### config.mk
export PLATFORM = sky130hd
export DESIGN_NAME = ir_cmd_decoder
export DESIGN_NICKNAME = d
export VERILOG_FILES = /design/src/rtl/ir_cmd_pkg.sv /design/src/rtl/ir_hold_timer.sv /design/src/rtl/ir_cmd_decoder.sv
export SDC_FILE = /design/constraint.sdc
export NUM_CORES = 1
export LEC_CHECK = 0
export ABC_CLOCK_PERIOD_IN_PS = 3900
export BUFFER_PORTS_ARGS = -buffer_cell sky130_fd_sc_hd__buf_4
export CORE_MARGIN = 1
export CORE_UTILIZATION = 40
export CTS_BUF_LIST = sky130_fd_sc_hd__clkbuf_16
export CTS_CLUSTER_SIZE = 10
export DETAILED_ROUTE_END_ITERATION = 6
export HOLD_SLACK_MARGIN = 0.08
export SKIP_LAST_GASP = 1
export SLEW_MARGIN = 20
export SYNTH_ARGS = -nofsm -noshare
export SYNTH_HDL_FRONTEND = slang
export SYNTH_SLANG_ARGS = --single-unit
### constraint.sdc
create_clock -name clk -period 3.9 [get_ports clk]
set_input_delay 0.39 -clock clk [delete_from_list [all_inputs] [get_ports clk]]
set_output_delay 0.39 -clock clk [all_outputs]
set_load 0.005 [all_outputs]
### src/rtl/ir_cmd_pkg.sv
// Shared NEC frame field positions, FSM state type and default key map for the IR command decoder.
package ir_cmd_pkg;

  localparam int ADDR_LSB = 0;
  localparam int KEY_LSB  = 16;
  localparam int NKEY_LSB = 24;
  localparam int FIELD_W  = 8;

  // Byte i selects command bit i: 1A,02,04,05,06,08,1E from bit 0 upwards.
  localparam logic [55:0] DEFAULT_KEY_MAP = 56'h1E08060504021A;

  typedef enum logic {IDLE, ACTIVE} ir_state_t;

endpackage

### src/rtl/ir_hold_timer.sv
// Dead-man hold timer: load sets the count to HOLD_CYCLES, en counts down and stops at zero.
module ir_hold_timer #(
  parameter int HOLD_CYCLES = 25_000_000,
  localparam int TW = (HOLD_CYCLES > 0) ? $clog2(HOLD_CYCLES + 1) : 1
) (
  input  logic clk,
  input  logic rst,
  input  logic load,
  input  logic en,
  output logic expire,
  output logic zero
);

  logic [TW-1:0] cnt;

  always_ff @(posedge clk) begin
    if (rst) begin
      cnt <= '0;
    end else if (load) begin
      cnt <= TW'(HOLD_CYCLES);
    end else if (en && (cnt != '0)) begin
      cnt <= cnt - TW'(1);
    end
  end

  assign zero = (cnt == '0);
  // A load in the final cycle suppresses the expiry.
  assign expire = en & ~load & (cnt == TW'(1));

endmodule

### src/rtl/ir_cmd_decoder.sv
// Decodes NEC IR frames into a held one-hot motor command with dead-man timeout and error count.
// Define IR_ADDR_CHECK_EN to also require hex_data[15:0] == ADDR for a frame to be valid.
module ir_cmd_decoder
  import ir_cmd_pkg::*;
#(
  parameter int                    N_CMDS      = 7,
  parameter logic [8*N_CMDS-1:0]   KEY_MAP     = DEFAULT_KEY_MAP,
  parameter int                    HOLD_CYCLES = 25_000_000,
  parameter logic [15:0]           ADDR        = 16'h6B86,
  localparam int IDX_W = (N_CMDS > 1) ? $clog2(N_CMDS) : 1
) (
  input  logic              clk,
  input  logic              rst,
  input  logic              data_ready,
  input  logic [31:0]       hex_data,
  output logic [N_CMDS-1:0] cmd_onehot,
  output logic [IDX_W-1:0]  cmd_idx,
  output logic              cmd_active,
  output logic              cmd_new,
  output logic              timeout,
  output logic [7:0]        err_cnt
);

  ir_state_t state_q, state_d;
  logic data_ready_q;
  logic fe, valid, hit;
  logic [FIELD_W-1:0] key;
  logic [IDX_W-1:0] hit_idx;
  logic [N_CMDS-1:0] hit_onehot;
  logic timer_load, timer_en, timer_expire, timer_zero;
  logic [N_CMDS-1:0] onehot_d;
  logic [IDX_W-1:0] idx_d;
  logic new_d, timeout_d;
  logic [7:0] err_d;

  assign fe  = data_ready & ~data_ready_q;
  assign key = hex_data[KEY_LSB +: FIELD_W];

`ifdef IR_ADDR_CHECK_EN
  assign valid = (hex_data[NKEY_LSB +: FIELD_W] == ~key) &&
                 (hex_data[ADDR_LSB +: 2*FIELD_W] == ADDR);
`else
  logic unused_addr;
  assign unused_addr = ^{hex_data[ADDR_LSB +: 2*FIELD_W], ADDR};
  assign valid = (hex_data[NKEY_LSB +: FIELD_W] == ~key);
`endif

  // Downward scan so the lowest matching entry wins.
  always_comb begin
    hit     = 1'b0;
    hit_idx = '0;
    for (int i = N_CMDS - 1; i >= 0; i--) begin
      if (KEY_MAP[8*i +: 8] == key) begin
        hit     = 1'b1;
        hit_idx = IDX_W'(i);
      end
    end
  end

  always_comb begin
    hit_onehot = '0;
    for (int i = 0; i < N_CMDS; i++) begin
      hit_onehot[i] = (hit_idx == IDX_W'(i));
    end
  end

  assign timer_load = fe & valid & hit;
  assign timer_en   = ~fe & ~timer_zero;

  ir_hold_timer #(.HOLD_CYCLES(HOLD_CYCLES)) u_timer (
    .clk    (clk),
    .rst    (rst),
    .load   (timer_load),
    .en     (timer_en),
    .expire (timer_expire),
    .zero   (timer_zero)
  );

  always_comb begin
    state_d   = state_q;
    onehot_d  = cmd_onehot;
    idx_d     = cmd_idx;
    new_d     = 1'b0;
    timeout_d = 1'b0;
    err_d     = err_cnt;
    if (fe && !valid) begin
      if (err_cnt != 8'hFF) begin
        err_d = err_cnt + 8'd1;
      end
    end else if (fe) begin
      if (hit) begin
        state_d  = ACTIVE;
        onehot_d = hit_onehot;
        idx_d    = hit_idx;
        new_d    = (state_q == IDLE) || (hit_idx != cmd_idx);
      end else if (state_q == ACTIVE) begin
        state_d  = IDLE;
        onehot_d = '0;
        idx_d    = '0;
      end
    end else if ((state_q == ACTIVE) && timer_expire) begin
      state_d   = IDLE;
      onehot_d  = '0;
      idx_d     = '0;
      timeout_d = 1'b1;
    end
  end

  always_ff @(posedge clk) begin
    if (rst) begin
      state_q      <= IDLE;
      data_ready_q <= 1'b0;
      cmd_onehot   <= '0;
      cmd_idx      <= '0;
      cmd_new      <= 1'b0;
      timeout      <= 1'b0;
      err_cnt      <= '0;
    end else begin
      state_q      <= state_d;
      data_ready_q <= data_ready;
      cmd_onehot   <= onehot_d;
      cmd_idx      <= idx_d;
      cmd_new      <= new_d;
      timeout      <= timeout_d;
      err_cnt      <= err_d;
    end
  end

  assign cmd_active = (state_q == ACTIVE);

endmodule

Yosys cells after proc, flatten, opt, wreduce, memory -nomap -nowiden
Index checks and enable logic that the tools add are counted.
{ "classes": {"n_mux": 28, "mul": 0, "n_div": 0, "order_cmp": 0, "n_bitwise": 14, "n_eq_ne": 18, "reduce_logical": 16, "shifts": 0, "add_sub_neg": 2} }
{ "op_table": {"columns": ["op", "n"], "rows": [
  ["2-to-1 mux 25 bit", 2],
  ["2-to-1 mux 3 bit", 11],
  ["2-to-1 mux 7 bit", 4],
  ["equality test 25 x 1 -> 1 bit, second input constant", 1],
  ["zero test 25 bit", 1],
  ["nonzero test 25 bit", 1],
  ["subtractor 25 x 1 -> 25 bit, second input constant", 1],
  ["equality test 3 x 8 -> 1 bit, first input constant", 3],
  ["equality test 5 x 8 -> 1 bit, first input constant", 2],
  ["2-to-1 mux 1 bit", 11],
  ["equality test 3 bit, second input constant", 3],
  ["adder 8 x 1 -> 8 bit, second input constant", 1],
  ["equality test 2 x 8 -> 1 bit, first input constant", 1],
  ["equality test 4 x 8 -> 1 bit, first input constant", 1],
  ["equality test 8 bit", 1],
  ["!= test 8 bit, second input constant", 1],
  ["inverter 8 bit", 1],
  ["inverter 1 bit", 7],
  ["bitwise AND 1 bit", 6],
  ["equality test 3 x 2 -> 1 bit, second input constant", 2],
  ["AND reduction 2 bit", 2],
  ["nonzero test 2 bit", 2],
  ["OR reduction 4 bit", 1],
  ["equality test 3 x 1 -> 1 bit, second input constant", 1],
  ["other kinds (9)", 11]
]} }
{ "word_totals": {"ramBits": 0, "n_memories": 0, "latch_bits": 0, "romBits": 0, "reg_bits": 47} }

Logic depth before layout (Yosys ltp)
{ "depth": {"depth_word": 15, "depth_mapped": 8} }

Modules after synthesis
Synthesis repeated with hierarchy kept, for this count alone.
{ "hier_totals": {"cells_unflattened": 323, "area_unflattened_um2": 2755.1} }
{ "by_module_without_submodules": {"columns": ["mod", "seq_area_each_um2", "n_inst", "cells_per_inst", "area_each_um2"], "rows": [
  ["ir_cmd_decoder", 440.4, 1, 168, 1411.4],
  ["ir_hold_timer", 500.5, 1, 155, 1343.8]
]} }

Worst setup path before layout
Ideal clock, no wire load.
{ "synth_timing": {"kind": "input port to flip-flop", "startpoint": "in hex_data[20]", "endpoint": "reg u_timer.cnt[5]", "required_time_ps": 3775, "t_arrival_ps": 1983, "cell_stages": 7, "setup_slack_ps": 1792, "cell_sequence": "buf_2 -> or4b_2 -> a21oi_1 -> and3_1 -> a21o_1 -> buf_2 -> a21oi_1"} }
{ "synth_between": {"elab_chain_cells": 10, "elab_cells_between_ends": 19, "classes_between": "8 x eq/ne; 7 x mux; 3 x bitwise; 1 x reduce/logical"} }
{ "synth_rtl": {"columns": ["element", "line_no", "rtl"], "rows": [
  ["from (decl)", "ir_cmd_decoder.sv:15", "input logic [31:0] hex_data,"],
  ["equality test 5 x 8 -> 1 bit", "ir_cmd_decoder.sv:53", "if (KEY_MAP[8*i +: 8] == key) begin"],
  ["2-to-1 mux 1 bit (7 in a row)", "ir_cmd_decoder.sv:53", null],
  ["bitwise AND 1 bit (*)", "ir_cmd_decoder.sv:67", "assign timer_load = fe & valid & hit;"],
  ["OR reduction 2 bit (no source line) (*)", null, null],
  ["to (signal assigned)", "ir_hold_timer.sv:20", "cnt <= TW'(HOLD_CYCLES);"],
  ["to (signal assigned)", "ir_hold_timer.sv:22", "cnt <= cnt - TW'(1);"],
  ["to (decl)", "ir_hold_timer.sv:14", "logic [TW-1:0] cnt;"]
]} }
Mark *: on every way between the ends. The rest lies on a longest branch, timed or not.
A chain may end at the register's enable or synchronous reset.

Worst setup path in the final report
{ "layout_timing": {"startpoint": "reg u_timer.cnt[13]", "endpoint": "reg u_timer.cnt[9]"} }
{ "layout_between": {"elab_chain_cells": 4, "elab_cells_between_ends": 5, "classes_between": "2 x bitwise; 3 x reduce/logical"} }
{ "layout_rtl": {"columns": ["element", "line_no", "rtl"], "rows": [
  ["zero test 25 bit", "ir_hold_timer.sv:26", "assign zero = (cnt == '0);"],
  ["inverter 1 bit", "ir_cmd_decoder.sv:68", "assign timer_en = ~fe & ~timer_zero;"],
  ["bitwise AND 1 bit", "ir_cmd_decoder.sv:68", null],
  ["logical AND 1 bit (*)", "ir_hold_timer.sv:21", "end else if (en && (cnt != '0)) begin"]
]} }
Marked as above.

==> run summary <==
FF-to-FF End: u_timer.cnt[9]$_SDFFE_PP0P_
Clock Sinks: 47
Crit. End Element: flop
area grow syn2layout: 16.4%
Slew Viols, Final: 0
CTS root buf: clkbuf_16
Power Dens Cells: 669 mW/mm²
number of synthesized flops with an enable pin: 0
post-layout minimum cycle time: 2.64 ns
WP buf/inv: 0
Post-Route WL: 5830 µm
Synth async-reset ratio: 0
hold_sp: data_ready
Routed Antenna Nets: 0
Post-Route Setup TNS: 0 ns
Yosys top cell by area: dfxtp_1
critical path required time: 4.12 ns
CP max FO: 37
DIE AREA: 0.00706 mm²
n_diodes: 0
global-route wire length before repair: 10200 µm
outcome: finished, violations left
DRC: 8
fin crit share: 0.676
worst hold path type: in -> reg
Initial Util: 0.419
final hold violations: 0
Commonest cells post-synth: dfxtp_1 (47), a21oi_1 (21), xnor2_1 (21), nand2_1 (17), or3_1 (15)
die width: 84.0 µm
kind of critical path: reg -> reg
CTS Buf Count: 5
DR iter-0 viols: 53
DP Wirelength: 3970 µm
number of global-route vias before repair: 2163
core area: 0.00642 mm²
H-tree levels: 2
Final setup viols: 0
top cell type's share of synthesized area: 0.350
CP max stage cell: nor3_4
Hold Path Sink: data_ready_q$_SDFF_PP0_
share of cells above drive strength 1: 0.194
Ports: 56
maximum number of pins on one net before global-route repair: 38
flop2flop setup slack: 1.26 ns
Rel. slew slack: 0.276
final clock skew: 0.00613 ns
Synth Instances: 305
critical path depth: 5
Max Cap Viol: 0
routed len/inst: 14.1 µm
clk slew on worst S/H paths: 0.07 ns
startpoint type of the worst setup path: flop
final net count: 373
Worst path top cell family by delay: simple AND/OR/NAND/NOR gates
Syn Std Cell Area: 0.00269 mm²
FMAX: 379 MHz
Yosys reg bits: 47
syn_area_per_cell: 8.82 µm²
Leakage: 0.00114 µW
worst-path cell chain: or3_4, or4b_4, nor3_4, o21ai_0, a21oi_1
initial antenna violation count: 0
hold path cells: 2
RSZ-0062 raised after global routing: false
Port Buf Inserts: 39
Max stage delay on crit path: 0.89 ns
drt pass-1 iters: 6
die height: 84.0 µm
TritonCTS clock tree: built
via/cell ratio: 5.80
Post-CTS Resized: 0
critical path arrival: 2.86 ns
Reg2Reg Launch Point: u_timer.cnt[13]$_SDFFE_PP0P_
Setup WS post-layout: 1.26 ns
worst slack, placed: 1.29 ns
Max VDD drop: 385 µV
insertion delay to the later sink of the worst-skew pair: 0.29 ns
post-synthesis cell type count: 58
most frequent cell after synthesis: dfxtp_1
synth top area cells: dfxtp_1 (35%), xnor2_1 (6.8%), a21oi_1 (3.9%)
Post-CTS Setup Repair Bufs: 0
post-synthesis sequential area ratio: 0.350
grt total ovfl: 0
CTS Buffer Depth: 2
Yosys warning count: 0
Rows: 29
Worst R2R Path Depth: 5
Placer Congestion: 0.751
Post-synth top flop: dfxtp_1
failing checks: DRC
vias: 2389
Mapped Nets: 344
Tightest Pin Transition: 1.08 ns
hold-fix buffers at CTS: 0
GRT Overall Usage: 0.176
## worst max path at each step
| stage | slack [ns] | startpoint | end |
|---|---|---|---|
| global route | 1.06 | u_timer.cnt[18]$_SDFFE_PP0P_ | u_timer.cnt[15]$_SDFFE_PP0P_ |
| detailed placement | 1.29 | u_timer.cnt[13]$_SDFFE_PP0P_ | u_timer.cnt[9]$_SDFFE_PP0P_ |
| CTS | 1.28 | u_timer.cnt[18]$_SDFFE_PP0P_ | u_timer.cnt[9]$_SDFFE_PP0P_ |
| finish | 1.26 | u_timer.cnt[13]$_SDFFE_PP0P_ | u_timer.cnt[9]$_SDFFE_PP0P_ |
| global placement | 1.32 | u_timer.cnt[18]$_SDFFE_PP0P_ | u_timer.cnt[19]$_SDFFE_PP0P_ |
| floorplan | 1.79 | hex_data[20] | u_timer.cnt[5]$_SDFFE_PP0P_ |
## worst register-to-register path: stages, from the launching register on
cell	delay, ns
dfxtp_1	0.33
or3_4	0.39
or4b_4	0.56
nor3_4	0.89
o21ai_0	0.23
a21oi_1	0.16
## report_power, final
group	switching (µW)	total (µW)	leakage [µW]	internal [µW]
Combinational	575	988	0.000684	414
Sequential	96.0	682	0.000382	586
Clock	189	426	0.0000716	237
Total	860	2100	0.00114	1240
## flip-flops by register name (all words and copies together) (netlist names)
signal	count
cmd_active	1
u_timer.cnt	25
data_ready_q	1
timeout	1
err_cnt	8
cmd_new	1
cmd_idx	3
cmd_onehot	7
## placed cells by master (no fill, tap or decap), types with 3 or more instances in the layout
cell and instances:
or3_4 3, xnor2_1 21, nor4_2 3, buf_4 40, nand3_1 13, nand2_1 17
a31oi_1 10, o31ai_1 10, or4_1 11, or3_1 15, dfxtp_1 47, mux2i_1 9
nor3_1 4, a211oi_1 3, o21ai_0 12, nand2b_1 4, clkbuf_16 5, a21oi_1 21
inv_1 7, nand3b_1 4, a2111oi_0 7, nor2_1 13, ha_1 4, nor2b_1 5
## cell type report
| cell class | count | area [µm²] |
|---|---|---|
| Clock buffer | 5 | 125 |
| Clock inverter | 3 | 17.5 |
| Fill cell | 623 | 3290 |
| Inverter | 8 | 30.0 |
| Multi-Input combinational cell | 232 | 1620 |
| Sequential cell | 47 | 941 |
| Tap cell | 77 | 96.3 |
| Timing Repair Buffer | 40 | 300 |
## metrics by stage
| step | area, µm² | total power, µW | cells | hold slack [ns] | util |
|---|---|---|---|---|---|
| after floorplan | 2690 | 1530 | 305 | 0.454 | - |
| after global placement | 2990 | 1650 | 404 | 0.446 | 0.465 |
| after detailed placement | 2990 | 1680 | 404 | 0.452 | 0.465 |
| after CTS | 3130 | 2100 | 412 | 0.333 | 0.488 |
| after global routing | 3130 | 2280 | 412 | 0.331 | 0.488 |
| final | 3130 | 2100 | 412 | 0.330 | 0.488 |
## routing by layer
metal,track usage,up-vias,part of all wire
met4,0.0517,0,0.014
met5,0,-,0
li1,-,1216,-
met1,0.239,1130,0.51
met2,0.283,35,0.45
met3,0.0346,8,0.033
## kinds of logic (layout without fill, tap and decap cells)
group           count (synthesis)  after routing  share of synthesized area
compound gates                 76             76                      0.183
xor+xnor                       22             22                     0.0716
fa+ha+maj                       4              4                     0.0186
buf+inv                        26             56                     0.0479
flops                          47             47                      0.350
mux                             9              9                     0.0335
simple gates                  121            121                      0.296
Power figures use the tool's default switching activity.
